===== config.mk =====
export PLATFORM = sky130hd
export DESIGN_NAME = amaster_mm
export DESIGN_NICKNAME = d
export VERILOG_FILES = /design/src/rtl/amaster_mm.sv
export SDC_FILE = /design/constraint.sdc
export NUM_CORES = 1
export LEC_CHECK = 0
export BUFFER_PORTS_ARGS = -buffer_cell sky130_fd_sc_hd__buf_2
export CORE_MARGIN = 2
export CORE_UTILIZATION = 50
export CTS_BUF_LIST = sky130_fd_sc_hd__clkbuf_16
export DETAILED_ROUTE_END_ITERATION = 10
export PLACE_DENSITY = 0.72
export SLEW_MARGIN = 5
export SYNTH_ARGS = -nofsm -noshare
export SYNTH_HDL_FRONTEND = slang
export SYNTH_SLANG_ARGS = --single-unit

===== constraint.sdc =====
create_clock -name clk -period 2.3 [get_ports clk]
set_input_delay 0.115 -clock clk [delete_from_list [all_inputs] [get_ports clk]]
set_output_delay 0.115 -clock clk [all_outputs]
set_load 0.03 [all_outputs]

===== src/rtl/amaster_mm.sv =====
// rtl/amaster_mm.sv - Avalon-MM command master with command FIFO and waitrequest timeout
module amaster_mm #(
   parameter int ADDRW      = 8,
   parameter int DATAW      = 32,
   parameter int FIFO_DEPTH = 4,
   parameter int TIMEOUT    = 16
) (
   input  logic             clk,
   input  logic             rst,
   input  logic             cmd_valid,
   output logic             cmd_ready,
   input  logic             cmd_write,
   input  logic [ADDRW-1:0] cmd_addr,
   input  logic [DATAW-1:0] cmd_wdata,
   output logic             rsp_valid,
   output logic             rsp_write,
   output logic [DATAW-1:0] rsp_rdata,
   output logic             rsp_err,
   output logic             busy,
   output logic [ADDRW-1:0] am_addr,
   output logic             am_read,
   output logic             am_write,
   output logic [DATAW-1:0] am_writedata,
   input  logic [DATAW-1:0] am_readdata,
   input  logic             am_waitrequest
);

   localparam int            PW         = $clog2(FIFO_DEPTH);
   localparam logic [PW:0]   FULL_CNT   = (PW+1)'(FIFO_DEPTH);
   localparam logic [7:0]    TIMEOUT_M1 = 8'(TIMEOUT - 1);

   typedef enum logic [1:0] {IDLE, ISSUE, RESP} state_t;

   state_t                  state;
   logic [7:0]              wcnt;

   logic [ADDRW-1:0]        fifo_addr  [FIFO_DEPTH];
   logic [DATAW-1:0]        fifo_wdata [FIFO_DEPTH];
   logic [FIFO_DEPTH-1:0]   fifo_write;
   logic [PW-1:0]           wr_ptr;
   logic [PW-1:0]           rd_ptr;
   logic [PW:0]             count;

   logic                    full;
   logic                    push;
   logic                    pop;

   assign full      = (count == FULL_CNT);
   assign cmd_ready = !full && !rst;
   assign push      = cmd_valid && cmd_ready;
   assign pop       = (state == IDLE) && (count != '0);
   assign busy      = (count != '0) || (state != IDLE);

   // Command storage; entries need no reset since count gates every read
   always_ff @(posedge clk) begin
      if (push) begin
         fifo_addr[wr_ptr]  <= cmd_addr;
         fifo_wdata[wr_ptr] <= cmd_wdata;
         fifo_write[wr_ptr] <= cmd_write;
      end
   end

   // FIFO pointers and occupancy; push and pop together leave count unchanged
   always_ff @(posedge clk) begin
      if (rst) begin
         wr_ptr <= '0;
         rd_ptr <= '0;
         count  <= '0;
      end else begin
         if (push) wr_ptr <= wr_ptr + 1'b1;
         if (pop)  rd_ptr <= rd_ptr + 1'b1;
         case ({push, pop})
            2'b10:   count <= count + 1'b1;
            2'b01:   count <= count - 1'b1;
            default: count <= count;
         endcase
      end
   end

   // Transfer FSM: pop, hold request through waitrequest or abort on timeout, pulse response
   always_ff @(posedge clk) begin
      if (rst) begin
         state        <= IDLE;
         wcnt         <= '0;
         am_addr      <= '0;
         am_read      <= 1'b0;
         am_write     <= 1'b0;
         am_writedata <= '0;
         rsp_valid    <= 1'b0;
         rsp_write    <= 1'b0;
         rsp_rdata    <= '0;
         rsp_err      <= 1'b0;
      end else begin
         rsp_valid <= 1'b0;
         case (state)
            IDLE: begin
               if (count != '0) begin
                  am_addr      <= fifo_addr[rd_ptr];
                  am_writedata <= fifo_wdata[rd_ptr];
                  am_write     <= fifo_write[rd_ptr];
                  am_read      <= !fifo_write[rd_ptr];
                  wcnt         <= '0;
                  state        <= ISSUE;
               end else begin
                  am_addr      <= '0;
                  am_writedata <= '0;
                  am_write     <= 1'b0;
                  am_read      <= 1'b0;
               end
            end
            ISSUE: begin
               if (!am_waitrequest) begin
                  rsp_rdata <= am_read ? am_readdata : '0;
                  rsp_err   <= 1'b0;
                  rsp_write <= am_write;
                  rsp_valid <= 1'b1;
                  am_read   <= 1'b0;
                  am_write  <= 1'b0;
                  state     <= RESP;
               end else if (wcnt == TIMEOUT_M1) begin
                  // Slave stalled too long: abandon the transfer so the queue keeps moving
                  rsp_rdata <= '0;
                  rsp_err   <= 1'b1;
                  rsp_write <= am_write;
                  rsp_valid <= 1'b1;
                  am_read   <= 1'b0;
                  am_write  <= 1'b0;
                  state     <= RESP;
               end else begin
                  wcnt <= wcnt + 1'b1;
               end
            end
            RESP: begin
               state <= IDLE;
            end
            default: begin
               state <= IDLE;
            end
         endcase
      end
   end

endmodule


After elaboration in Yosys (flattened, before gate mapping)
Memories as Yosys holds them, arrays and structs flattened. A register that Yosys moved wholly into a read port is not among the register bits.
Cells that the tools add are included.
{"block": "op_classes", "eq_ne": 10, "addsub": 5, "muxes": 37, "order_cmp": 3, "bitwise_logic": 1, "n_reduce_logical": 18}
{"op": "32-bit 2-to-1 mux", "count": 4}
{"op": "8-bit 2-to-1 mux", "count": 4}
{"op": "8-bit case mux with 2 select lines", "count": 1}
{"op": "1-bit 2-to-1 mux", "count": 14}
{"op": "2-bit 2-to-1 mux", "count": 7}
{"op": "8-bit by 1-bit adder with 8-bit output (second input constant)", "count": 1}
{"op": "8-bit by 4-bit == test with 1-bit output (second input constant)", "count": 1}
{"op": "2-bit by 3-bit < comparator with 1-bit output (second input constant)", "count": 2}
{"op": "3-bit case mux with 2 select lines", "count": 1}
{"op": "2-bit AND reduction", "count": 3}
{"op": "2-bit nonzero test", "count": 3}
{"op": "2-bit by 1-bit adder with 2-bit output (second input constant)", "count": 2}
{"op": "4-bit bitwise mux", "count": 1}
{"op": "2-bit by 1-bit == test with 1-bit output (second input constant)", "count": 2}
{"op": "1-bit logical AND", "count": 4}
{"op": "2-bit by 1-bit != test with 1-bit output (second input constant)", "count": 2}
{"op": "2-bit != test (second input constant)", "count": 2}
{"op": "1-bit case mux with 2 select lines", "count": 2}
{"op": "2-bit case mux with 2 select lines", "count": 1}
{"op": "4-bit AND reduction", "count": 1}
{"op": "3-bit by 1-bit adder with 3-bit output (second input constant)", "count": 1}
{"op": "3-bit == test (second input constant)", "count": 1}
{"op": "1-bit logical NOT", "count": 3}
{"op": "3-bit != test (second input constant)", "count": 1}
{"op": "other kinds (10)", "count": 10}
{"block": "word_totals", "regBits": 98, "wordCells": 90, "in_bits": 77, "mem_count": 2, "ram_bits": 160}
{"memory": "fifo_wdata", "words": 4, "word_bits": 32, "rd": 1, "rd_clocked_by_memory_dff": 1, "write_ports": 1, "line_no": "38", "source": "logic [DATAW-1:0] fifo_wdata [FIFO_DEPTH];"}
{"memory": "fifo_addr", "words": 4, "word_bits": 8, "rd": 1, "rd_clocked_by_memory_dff": 1, "write_ports": 1, "line_no": "37", "source": "logic [ADDRW-1:0] fifo_addr [FIFO_DEPTH];"}

Longest topological paths before layout
{"block": "depth", "word_depth": 6, "mapped_depth": 10, "depth_no_buf": 9}

Worst setup path before layout
OpenSTA, ideal clock, no wires.
{"block": "synth_timing", "path_type": "register -> register", "startpoint": "register count[0]", "endpoint": "memory fifo_addr[1][0] (enable)", "t_required_ps": 1898, "path_stages_with_launch": 4, "t_arrival_ps": 2099, "slack_ps": -201, "n_path_buf": 0, "synth_period_minus_slack_ps": 2501, "path_cell_list": "dfxtp_1 -> nor2_1 -> a211oi_1 -> and2_1"}
{"block": "synth_between", "elab_chain_cells": 6}
{"element": "from (decl)", "line_no": "42", "source": "logic [PW:0] count;"}
{"element": "from (signal assigned)", "line_no": "73", "source": "2'b10: count <= count + 1'b1;"}
{"element": "from (signal assigned)", "line_no": "74", "source": "2'b01: count <= count - 1'b1;"}
{"element": "from (signal assigned)", "line_no": "75", "source": "default: count <= count;"}
{"element": "3-bit == test", "line_no": "48", "source": "assign full = (count == FULL_CNT);"}
{"element": "1-bit logical NOT", "line_no": "49", "source": "assign cmd_ready = !full && !rst;"}
{"element": "1-bit logical AND", "line_no": "49"}
{"element": "1-bit logical AND", "line_no": "50", "source": "assign push = cmd_valid && cmd_ready;"}
{"element": "1-bit 2-to-1 mux", "line_no": "56", "source": "if (push) begin"}
{"element": "1-bit 2-to-1 mux (implied by the code)", "line_no": "57", "source": "fifo_addr[wr_ptr] <= cmd_addr;"}
{"element": "to (decl)", "line_no": "37"}
Every way passes these cells.

Worst setup path in the final report
{"block": "layout_timing", "startpoint": "register wcnt[0]", "endpoint": "register rsp_rdata[20]"}
{"block": "layout_between", "elab_chain_cells": 3}
{"element": "from (decl)", "line_no": "35", "source": "logic [7:0] wcnt;"}
{"element": "from (signal assigned)", "line_no": "130", "source": "wcnt <= wcnt + 1'b1;"}
{"element": "8-bit by 4-bit == test with 1-bit output", "line_no": "120", "source": "end else if (wcnt == TIMEOUT_M1) begin"}
{"element": "2-bit by 1-bit != test with 1-bit output (no source line)"}
{"element": "2-bit AND reduction (no source line)"}
{"element": "to (signal assigned)", "line_no": "113", "source": "rsp_rdata <= am_read ? am_readdata : '0;"}
{"element": "to (decl)", "line_no": "17", "source": "output logic [DATAW-1:0] rsp_rdata,"}
Every way passes these cells.
A chain may end at the register's enable or synchronous reset.

==> impl_results.md <==
- First-pass GRT wire length: 31800 um
- Vias: 5985
- CTS buffer count: 27
- # setup viols final: 0
- Worst VDD drop: 0.751 mV
- Max Cap Viol: 0
- DP Area: 10600 sq um
- Hold WC Path Type: primary input to flip-flop
- Die Ht: 142 um
- Worst-Skew Late Latency: 0.52 ns
- EDFF count, synth: 164
- Hold WS: 0.148 ns
- Peak Freq: 462 MHz
- Top-count cell post-synth: edfxtp_1
- Worst Path Buf+Inv: 0
- Fin. max-slew vios: 0
- Largest family of logic cells by synthesized area: multiplexers
- Area grow syn2layout: 29.8%
- Die area: 20000 sq um
- Vias per Instance: 5.60
- Worst slew pin tran: 1.18 ns
- Critical path, cell by cell: ha_1 -> nand3_1 -> o21ai_2 -> a21oi_2 -> a22o_2
- Clock slew at reported path FFs: 0.06 ns
- Dpl hpwl: 12100 um
- Multiplexer area fraction after synthesis: 0.0976
- Reg2reg setup slack: 0.14 ns
- Simple-gate area share of the yosys netlist: 0.0559
- Pwr Density: 1070 nW/um^2
- Initial antenna violation count: 1
- Drt total wl: 21200 um
- Final Skew: 0.0199 ns
- Critical path start-end classification: flip-flop to flip-flop
- Yosys top cell area share: 0.520
- Synth cell count leaders: 164 x edfxtp_1, 96 x dfxtp_1, 50 x nor2_1
- IO Port Bufs: 155
- Status: completed
- Gpl congestion: 0.844
- First-pass DRT Iterations: 5
- Worst path required time: 2.75 ns
- Nets: 897
- Post-synthesis cell type count: 47
- GR Overflow Total: 0
- Post-synthesis adder-cell area fraction: 0.0100
- Final hold violations: 0
- RSZ-0062 raised after global routing: true
- Post-CTS setup buffers: 0
- Routed len/inst: 19.9 um
- Worst setup SP type: flip-flop
- Post-Syn Area per Cell: 16.7 sq um
- Post-route cell area: 12300 sq um
- Core area: 18600 sq um
- Final Util: 0.659
- Post-DRT Antenna Nets: 0
- Syn Nets: 651
- Synth Cell Area: 9460 sq um
- Sequential fraction of the synthesis area: 0.724
- Root Buffer: clkbuf_16
- Leak Pwr: 0.00459 uW
- Biggest area consumer among synthesized cells: edfxtp_1
- I/O pins: 156
- Worst-path fanout max: 27
- First-iteration detailed-routing DRC count: 322
- CTS tree: built
- FILL cells: 1251
- DR DRC count: 0
- CP max stage delay: 0.89 ns
- Post-synthesis compound-gate area fraction: 0.0844
- Synth Register Bits: 260
- Share of cells above drive strength 1: 0.335
- Vias in the first global route: 6061
- Ys flop type: edfxtp_1
- Die width: 142 um
- Relative slew slack: 0.213
- CP arrival: 2.61 ns
- XOR/XNOR Fraction of Synth Area: 0.00463
- Asr flop ratio synth: 0
- Minimum clock period: 2.16 ns
- Syn. warnings: 0
- CTS sink cnt: 260
- Synth top area cells: edfxtp_1 52%, dfxtp_1 20%, mux4_2 9.8%, a22oi_1 3.2%, nor2_1 2.0%
- Crit. End Element: flip-flop
- Row Count: 50
- Post-Synthesis Cells: 567
- Clock tree buffer depth: 3
- Final period util: 0.940
- Initial Util: 0.508
- Critical path's slowest cell: a21oi_2
- Tot GR Track Use: 0.203
- Critical path's top delay family: compound AO/OA/AOI/OAI gates
- Largest net degree at the start of global routing: 64
- Htree depth: 1
==> registers in the layout, summed over array words and instances, names as in the netlist, named ones only <==
name and cells:
fifo_wdata 128, am_writedata 32, fifo_addr 32, rsp_rdata 32, am_addr 8, wcnt 8, fifo_write 4, count 3
rd_ptr 2, state 2, wr_ptr 2, am_read 1, am_write 1, rsp_err 1, rsp_valid 1, rsp_write 1
==> layout by cell type, fill, tap and decap left out, drive strengths merged, types with 4 or more instances in the layout <==
cell type / instances
a21oi: 15
o21ai: 9
edfxtp: 164
bufinv: 4
inv: 11
mux4: 41
clkinv: 12
a22o: 27
nor3: 4
buf: 173
dlygate4sd3: 80
ha: 6
a22oi: 40
dfxtp: 96
nand4b: 6
nand3: 16
nand2: 5
and2: 4
clkbuf: 27
a31oi: 5
nor2: 50
==> what timing repair did <==
action / 4_1_cts / 5_1_grt
endpoints found under the setup margin: 0 / 30
hold buffers: 80 / 0
resized for setup: 0 / 2
hold endpoints to repair: 200 / 0
==> worst min-delay path: stages <==
cell	delay (ns)
buf_2	0.09
inv_1	0.04
a211oi_1	0.05
buf_4	0.16
nand2_1	0.08
o31ai_1	0.06
==> per-stage QoR <==
stage	TNS, ns	power, uW	setup WS (ns)	std cells
after floorplan	0	7830	0.0683	567
after global placement	0	8660	0.377	937
after detailed placement	0	8760	0.144	937
after CTS	0	13200	0.0693	1066
after global routing	-0.0114	13700	-0.00695	1068
final	0	13100	0.137	1068
==> kinds of logic after synthesis <==
kind of cell / after synthesis
AOI/OAI and AO/OA: 106
xor gates and xnor gates: 5
adders and majority gates: 7
buffers and inverters: 45
DFF: 260
muxes: 41
and+or+nand+nor: 103
==> per-layer routing <==
layer,wire length [um],global-route usage,vias up,share of wire
li1,-,-,2731,-
met1,8510,0.256,2948,0.40
met2,10500,0.353,270,0.49
met3,1820,0.0472,36,0.086
met4,380,0.0558,0,0.018
met5,0,0,-,0
==> layout make-up <==
type                    count  area, sq um  share of cell area
diodes                      1         2.50            0.000204
clock buffers              27          676              0.0550
clock inverters            22          219              0.0178
inverters                   8         30.0             0.00245
multi-input cells         263         2420               0.197
flip-flops and latches    260         6850               0.558
well taps                 234          293              0.0238
repair buffers            253         1790               0.145
==> report_power, final <==
part           internal (uW)  switching, uW  leakage, uW
combinational           1280           1830      0.00187
clock                   2590           1740     0.000442
sequential              5370            312      0.00227
total                   9240           3880      0.00459
==> path summary, 6_finish.rpt <==
check | start | to | cells past startpoint
setup / recovery | wcnt[0] | rsp_rdata[20] | 5
hold / removal | cmd_valid | wr_ptr[1] | 6
setup reg to reg | wcnt[0] | rsp_rdata[20] | 5
hold reg to reg | rsp_rdata[14] | rsp_rdata[14] | 1
No activity file was read; power rests on OpenSTA's default activity.
